$ cat src/rtl/mandel_iter_ctrl_clocked.sv
// Mandelbrot iteration controller: feeds z back into the datapath, detects escape, counts iterations.
// Latency: accept at edge k -> out_valid after edge k+1+N*PIPE_LAT (N = mag2 samples); k+2 when max_iter==0.
// Backpressure: one pixel in flight; in_ready low outside IDLE, result held in DONE until out_ready.
// Optional: define ITER_STATS_EN to add the stat_pixels / stat_escaped handshake counters.
module mandel_iter_ctrl_clocked #(
    parameter int          PIPE_LAT   = 3,
    parameter logic [31:0] ESC_THRESH = 32'h4000_0000,
    parameter int          ITER_W     = 16
) (
    input  logic              aclk,
    input  logic              aresetn,
    input  logic              in_valid,
    output logic              in_ready,
    input  logic [31:0]       in_a0,
    input  logic [31:0]       in_b0,
    input  logic [ITER_W-1:0] max_iter,
    output logic              dp_ld,
    output logic              dp_flag_wait,
    output logic [31:0]       dp_a0,
    output logic [31:0]       dp_b0,
    output logic [31:0]       dp_z_re,
    output logic [31:0]       dp_z_im,
    input  logic [31:0]       z_re,
    input  logic [31:0]       z_im,
    input  logic [31:0]       mag2,
`ifdef ITER_STATS_EN
    output logic [31:0]       stat_pixels,
    output logic [31:0]       stat_escaped,
`endif
    output logic              out_valid,
    input  logic              out_ready,
    output logic [ITER_W-1:0] out_iter,
    output logic              out_escaped
);

    localparam int TMR_W = (PIPE_LAT > 1) ? $clog2(PIPE_LAT) : 1;
    localparam logic [TMR_W-1:0] TMR_RELOAD = TMR_W'(PIPE_LAT - 1);

    // ZERO is a single settle cycle used only by max_iter==0 pixels.
    typedef enum logic [2:0] {
        IDLE = 3'd0,
        LOAD = 3'd1,
        ZERO = 3'd2,
        ITER = 3'd3,
        DONE = 3'd4
    } state_t;

    state_t             state_q, state_d;
    logic [31:0]        a0_q, a0_d, b0_q, b0_d;
    logic [31:0]        zr_q, zr_d, zi_q, zi_d;
    logic [ITER_W-1:0]  max_q, max_d;
    logic [ITER_W-1:0]  iter_q, iter_d;
    logic [TMR_W-1:0]   timer_q, timer_d;
    logic [ITER_W-1:0]  oiter_q, oiter_d;
    logic               oesc_q, oesc_d;
    logic               esc;

    // Overflowed squares (MSB set) escape; equality with the threshold does not.
    assign esc = mag2[31] || ($signed(mag2) > $signed(ESC_THRESH));

    // Next-state and datapath control decode.
    always_comb begin
        state_d      = state_q;
        a0_d         = a0_q;
        b0_d         = b0_q;
        zr_d         = zr_q;
        zi_d         = zi_q;
        max_d        = max_q;
        iter_d       = iter_q;
        timer_d      = timer_q;
        oiter_d      = oiter_q;
        oesc_d       = oesc_q;
        in_ready     = 1'b0;
        dp_ld        = 1'b0;
        dp_flag_wait = 1'b0;
        out_valid    = 1'b0;
        unique case (state_q)
            IDLE: begin
                in_ready     = 1'b1;
                dp_flag_wait = 1'b1;
                if (in_valid) begin
                    a0_d    = in_a0;
                    b0_d    = in_b0;
                    max_d   = max_iter;
                    state_d = LOAD;
                end
            end
            LOAD: begin
                dp_ld   = 1'b1;
                zr_d    = 32'h0;
                zi_d    = 32'h0;
                iter_d  = '0;
                timer_d = TMR_RELOAD;
                if (max_q == '0) begin
                    oiter_d = '0;
                    oesc_d  = 1'b0;
                    state_d = ZERO;
                end else begin
                    state_d = ITER;
                end
            end
            ZERO: begin
                dp_flag_wait = 1'b1;
                state_d      = DONE;
            end
            ITER: begin
                if (timer_q == '0) begin
                    if (esc) begin
                        oiter_d = iter_q;
                        oesc_d  = 1'b1;
                        state_d = DONE;
                    end else if ((iter_q + ITER_W'(1)) == max_q) begin
                        oiter_d = max_q;
                        oesc_d  = 1'b0;
                        state_d = DONE;
                    end else begin
                        zr_d    = z_re;
                        zi_d    = z_im;
                        iter_d  = iter_q + ITER_W'(1);
                        timer_d = TMR_RELOAD;
                    end
                end else begin
                    timer_d = timer_q - TMR_W'(1);
                end
            end
            DONE: begin
                out_valid    = 1'b1;
                dp_flag_wait = 1'b1;
                if (out_ready) begin
                    state_d = IDLE;
                end
            end
            default: state_d = IDLE;
        endcase
    end

    // State and datapath registers, synchronous active-low reset.
    always_ff @(posedge aclk) begin
        if (!aresetn) begin
            state_q <= IDLE;
            a0_q    <= '0;
            b0_q    <= '0;
            zr_q    <= '0;
            zi_q    <= '0;
            max_q   <= '0;
            iter_q  <= '0;
            timer_q <= '0;
            oiter_q <= '0;
            oesc_q  <= 1'b0;
        end else begin
            state_q <= state_d;
            a0_q    <= a0_d;
            b0_q    <= b0_d;
            zr_q    <= zr_d;
            zi_q    <= zi_d;
            max_q   <= max_d;
            iter_q  <= iter_d;
            timer_q <= timer_d;
            oiter_q <= oiter_d;
            oesc_q  <= oesc_d;
        end
    end

    assign dp_a0       = a0_q;
    assign dp_b0       = b0_q;
    assign dp_z_re     = zr_q;
    assign dp_z_im     = zi_q;
    assign out_iter    = oiter_q;
    assign out_escaped = oesc_q;

`ifdef ITER_STATS_EN
    logic [31:0] spix_q, sesc_q;

    // Result handshake counters; free-running wrap at 2^32.
    always_ff @(posedge aclk) begin
        if (!aresetn) begin
            spix_q <= '0;
            sesc_q <= '0;
        end else if (state_q == DONE && out_ready) begin
            spix_q <= spix_q + 32'd1;
            if (oesc_q) begin
                sesc_q <= sesc_q + 32'd1;
            end
        end
    end

    assign stat_pixels  = spix_q;
    assign stat_escaped = sesc_q;
`endif

endmodule

$ cat config.mk
export PLATFORM = sky130hd
export DESIGN_NAME = mandel_iter_ctrl_clocked
export DESIGN_NICKNAME = d
export VERILOG_FILES = /design/src/rtl/mandel_iter_ctrl_clocked.sv
export SDC_FILE = /design/constraint.sdc
export NUM_CORES = 1
export LEC_CHECK = 0
export ABC_AREA = 1
export CAP_MARGIN = 20
export CORE_MARGIN = 1
export CORE_UTILIZATION = 45
export DETAILED_ROUTE_END_ITERATION = 10
export GPL_TIMING_DRIVEN = 0
export PLACE_DENSITY = 0.83
export SKIP_CTS_REPAIR_TIMING = 1
export SLEW_MARGIN = 20
export SYNTH_ARGS = -nofsm -noshare
export SYNTH_HDL_FRONTEND = slang
export SYNTH_SLANG_ARGS = --single-unit
$ cat constraint.sdc
create_clock -name aclk -period 4.7 [get_ports aclk]
set_clock_uncertainty 0.15 [all_clocks]
set_input_delay 0.94 -clock aclk [delete_from_list [all_inputs] [get_ports aclk]]
set_output_delay 0.94 -clock aclk [all_outputs]
set_load 0.02 [all_outputs]
Word level (Yosys, flattened, before mapping)
Index checks and enable logic that the tools add are counted.
{"block": "totals", "ff_bits": 182, "input_bits": 180, "out_inout_bits": 149, "word_cells": 75}
{"block": "classes", "n_addsub": 2, "magnitude_cmp": 1, "eq_ne": 14, "mux": 37, "n_reduce_logical": 11}
{"op": "32-bit 2-to-1 mux", "count": 6}
{"op": "32-bit case mux with 2 select lines", "count": 2}
{"op": "16-bit 2-to-1 mux", "count": 7}
{"op": "16-bit case mux with 2 select lines", "count": 2}
{"op": "32-bit greater-than comparator (second input constant)", "count": 1}
{"op": "16-bit by 1-bit adder with 16-bit output (second input constant)", "count": 1}
{"op": "16-bit equality test", "count": 1}
{"op": "16-bit zero test", "count": 1}
{"op": "3-bit 2-to-1 mux", "count": 5}
{"op": "3-bit case mux with 5 select lines", "count": 1}
{"op": "2-bit inequality test (second input constant)", "count": 6}
{"op": "4-bit AND reduction", "count": 3}
{"op": "1-bit 2-to-1 mux", "count": 9}
{"op": "3-bit inequality test (second input constant)", "count": 3}
{"op": "3-bit by 2-bit equality test with 1-bit output (second input constant)", "count": 2}
{"op": "2-bit 2-to-1 mux", "count": 3}
{"op": "2-bit case mux with 2 select lines", "count": 1}
{"op": "3-bit by 1-bit equality test with 1-bit output (second input constant)", "count": 1}
{"op": "3-bit equality test (second input constant)", "count": 1}
{"op": "3-bit zero test", "count": 1}
{"op": "3-bit AND reduction", "count": 1}
{"op": "3-bit OR reduction", "count": 1}
{"op": "2-bit zero test", "count": 1}
{"op": "1-bit case mux with 2 select lines", "count": 1}
{"op": "other kinds (4)", "count": 4}

Logic depth before layout (Yosys ltp)
{"block": "logic_depth", "ltp_word": 6, "mapped_depth": 18, "mapped_depth_nobuf": 17}

Worst setup path before layout
Ideal clock, no wire load.
{"block": "synth_timing", "path_kind": "in2reg", "start": "input mag2[6]", "end": "register zr_q[14], in the netlist dp_z_re[14]", "setup_time_ns": 0.070, "arrival_time_ns": 2.484, "required_ns": 4.480, "slack_ns": 1.995, "stages": 12, "path_buffers": 2, "path_cell_list": "or2_0 > nor3_1 > nand4_1 > o21ai_1 > nand2_1 > inv_1 > nand3_4 > nor2_4 > buf_4 > buf_4 > nand2_1 > a21oi_1"}
{"block": "synth_between", "elab_chain_cells": 4}
{"item": "from (decl)", "line": "25", "rtl": "input logic [31:0] mag2,"}
{"item": "32-bit greater-than comparator", "line": "59", "rtl": "assign esc = mag2[31] || ($signed(mag2) > $signed(ESC_THRESH));"}
{"item": "1-bit logical OR", "line": "59"}
{"item": "2-bit inequality test (no line)"}
{"item": "4-bit AND reduction (no line)"}
{"item": "to (signal assigned)", "line": "154", "rtl": "zr_q <= zr_d;"}
{"item": "to (decl)", "line": "50", "rtl": "logic [31:0] zr_q, zr_d, zi_q, zi_d;"}
No other way between the ends.
A chain may end at the register's enable or synchronous reset.

Worst setup path in the final report
{"block": "layout_timing", "start": "register state_q[1]", "end": "output in_ready"}
{"block": "layout_between", "elab_chain_cells": 2}
{"item": "from (decl)", "line": "48", "rtl": "state_t state_q, state_d;"}
{"item": "from (signal assigned)", "line": "151", "rtl": "state_q <= state_d;"}
{"item": "3-bit zero test", "line": "77", "rtl": "unique case (state_q)"}
{"item": "1-bit 2-to-1 mux", "line": "77"}
{"item": "to (decl)", "line": "13", "rtl": "output logic in_ready,"}
No other way between the ends.

==> flow_metrics.env <==
export IMPL_outcome="completed"
export IMPL_drive_gt1_share_pct=4.28
export IMPL_p_per_area_mw_per_mm2=491
export IMPL_crit_buf_inv=3
export IMPL_setup_slack_ns=1.26
export IMPL_synth_fa_ha_area_share_pct=0.473
export IMPL_num_vias=9205
export IMPL_crit_chain="nor2_1 -> inv_1 -> nor2_1 -> clkbuf_1 -> clkdlybuf4s50_1"
export IMPL_routed_wl_um=29500
export IMPL_placed_cell_area_sq_mm=0.0115
export IMPL_grt_max_degree=18
export IMPL_pin_count=329
export IMPL_rsz0062_at_grt="false"
export IMPL_synthArstFlopShare_pct=0
export IMPL_rows=48
export IMPL_maxSlewViolCount=0
export IMPL_firstDrtPassIters=5
export IMPL_die_w_um=135
export IMPL_grt_pass1_vias=8649
export IMPL_tightest_slew_ns=0.633
export IMPL_start_util_pct=46.0
export IMPL_avgSynthCellArea_sq_um=6.97
export IMPL_path_max_fanout=10
export IMPL_cp_depth=5
export IMPL_yosysSeqAreaShare_pct=46.0
export IMPL_area_growth_pct=52.2
export IMPL_max_stage_delay_ns=0.71
export IMPL_setup_tns_ns=0
export IMPL_fin_crit_ns=3.44
export IMPL_path_delay_family="buffers and inverters"
export IMPL_hold_viol=0
export IMPL_clkLatencyLatePin_ns=0.43
export IMPL_syn_inst=1137
export IMPL_hold_path_depth=2
export IMPL_cp_common_cell="nor2_1"
export IMPL_cap_violations=0
export IMPL_viasPerCell=5.34
export IMPL_hp_class="flop to flop"
export IMPL_clockBufferDepth=2
export IMPL_nFillCells=1454
export IMPL_cts_tree="done"
export IMPL_ir_drop_uv=335
export IMPL_ant_nets=0
export IMPL_min_period_over_period_pct=73.1
export IMPL_portBuffers=328
export IMPL_final_area_sq_mm=0.0121
export IMPL_clock_sinks=182
export IMPL_nNetsFinal=1667
export IMPL_synth_ff_type="dfxtp_1"
export IMPL_synth_compound_area_share_pct=12.7
export IMPL_synth_area_sq_mm=0.00793
export IMPL_required_ns=3.61
export IMPL_synth_edf_count=0
export IMPL_fp_dieH_um=135
export IMPL_endpoint_kind="output pin"
export IMPL_synth_top_family_by_area="simple AND/OR/NAND/NOR gates"
export IMPL_setup_violations=0
export IMPL_synth_xor_area_share_pct=0.110
export IMPL_antenna_found_initial=1
export IMPL_r2r_cells=15
export IMPL_cp_slowest_cell="clkdlybuf4s50_1"
export IMPL_synth_warnings=0
export IMPL_yosys_area_share_simple_pct=32.5
export IMPL_htreeDepth=4
export IMPL_synthDistinctLibCells=34
export IMPL_grt_pass1_wl_um=44500
export IMPL_place_congestion=0.947
export IMPL_post_dp_hpwl_um=22700
export IMPL_worstSetupStartpointType="flop"
export IMPL_synth_nets=1320
export IMPL_wl_per_cell_um=17.1
export IMPL_worstPathArrival_ns=2.35
export IMPL_synthMuxAreaShare_pct=0
export IMPL_fmax_mhz=291
export IMPL_path_clk_slew_ns=0.07
export IMPL_drtIter0Drc=675
export IMPL_ys_ff_latch=182
export IMPL_criticalPathCategory="flop to output pin"
export IMPL_fp_dieArea_sq_mm=0.0182
export IMPL_core_area_sq_mm=0.0172
export IMPL_slew_headroom_pct=57.8
export IMPL_track_usage_pct=31.9
export IMPL_clockRootBuffer="clkbuf_16"
export IMPL_p_leak_uw=0.00453
export IMPL_cts_buffers=17
export IMPL_place_worst_setup_slack_ns=1.06
export IMPL_drc_errors=0
export IMPL_overflow=0
cells in the mapped netlist (2+ instances only):
cell      count  share of area, %
a21oi_1     156               9.8
buf_1         4              0.19
clkbuf_1     55               2.6
dfxtp_1     182                46
inv_2         4              0.19
o21ai_1       8              0.51
nor2_2        3              0.24
nor4_1        7              0.55
nand3_2       3              0.38
nand2_1     267                13
inv_1        82               3.9
nor2_1       97               4.6
buf_4         4              0.38
nor2_4        2              0.28
buf_2        13              0.82
o21ai_0      29               1.8
nand4_1      20               1.6
nand3_1     183                12
ha_1          3              0.47
report_power, final:
group          total, uW  internal [uW]  switching [uW]
Sequential          2050           1830             214
Combinational       2470            933            1540
Clock               1410            746             661
worst register-to-register path: cells and delay by family (launching register included):
family | cells | cell delay, ns
AOI/OAI and AO/OA | 1 | 0.22
adders and majority gates | 1 | 0.24
buffers and inverters | 1 | 0.27
DFF | 1 | 0.44
and+or+nand+nor | 12 | 1.51
sequential cells by signal, indices dropped and copies added, names as in the netlist:
register and cells:
dp_a0 32, dp_z_im 32, state_q 3, dp_z_re 32
out_escaped 1, dp_b0 32, iter_q 16, out_iter 16
max_q 16, timer_q 2
logic make-up after synthesis:
family                   after synthesis
XOR/XNOR                               1
flip-flops                           182
AND/OR/NAND/NOR                      589
buffers and inverters                164
AO/OA/AOI/OAI                        198
adder cells (fa/ha/maj)                3
cells in the final DEF, fill, tap and decap left out, types with 5 or more instances in the layout:
cell type	n
inv_1	82
nand2_1	267
nor4_1	7
clkinvlp_4	5
nand4_1	20
nor2_1	97
o21ai_0	29
buf_2	13
clkbuf_16	17
nand3_1	183
dfxtp_1	182
o21ai_1	8
clkbuf_1	56
clkdlybuf4s50_1	328
a21oi_1	156
per-stage QoR:
step | power [uW] | cells | util, % | hold WS (ns)
2_1_floorplan | 3490 | 1137 | - | 0.302
3_3_place_gp | 4470 | 1690 | 66.7 | 0.297
3_5_place_dp | 4500 | 1690 | 66.7 | 0.302
4_1_cts | 5920 | 1722 | 70.0 | 0.312
5_1_grt | 6260 | 1723 | 70.0 | 0.329
6_report | 5920 | 1723 | 70.0 | 0.313
worst paths after layout:
| kind | start | to | slack [ns] |
|---|---|---|---|
| setup / recovery | state_q[1]$_SDFFE_PN0P_ | in_ready | 1.26 |
| setup reg to reg | iter_q[0]$_SDFFE_PN0P_ | iter_q[3]$_SDFFE_PN0P_ | 1.77 |
| hold / removal | dp_a0[30]$_SDFFE_PN0P_ | dp_a0[30]$_SDFFE_PN0P_ | 0.31 |
| hold reg to reg | dp_a0[30]$_SDFFE_PN0P_ | dp_a0[30]$_SDFFE_PN0P_ | 0.31 |
area by class of cell:
type / count / area, sq um / area share, %
Timing Repair Buffer: 328 / 3280 / 27.2
Multi-Input combinational cell: 791 / 3630 / 30.1
Antenna cell: 1 / 2.50 / 0.0207
Clock buffer: 18 / 429 / 3.56
Buffer: 78 / 333 / 2.76
Inverter: 86 / 323 / 2.67
Sequential cell: 182 / 3640 / 30.2
Clock inverter: 14 / 145 / 1.20
Tap cell: 225 / 282 / 2.33
metal layers:
layer / share of wire [%] / GRT usage (%)
met5: 0 / 0
met3: 9.7 / 9.53
met4: 3.1 / 13.2
met2: 49 / 56.0
met1: 38 / 35.8
(Power assumes the default switching activity.)
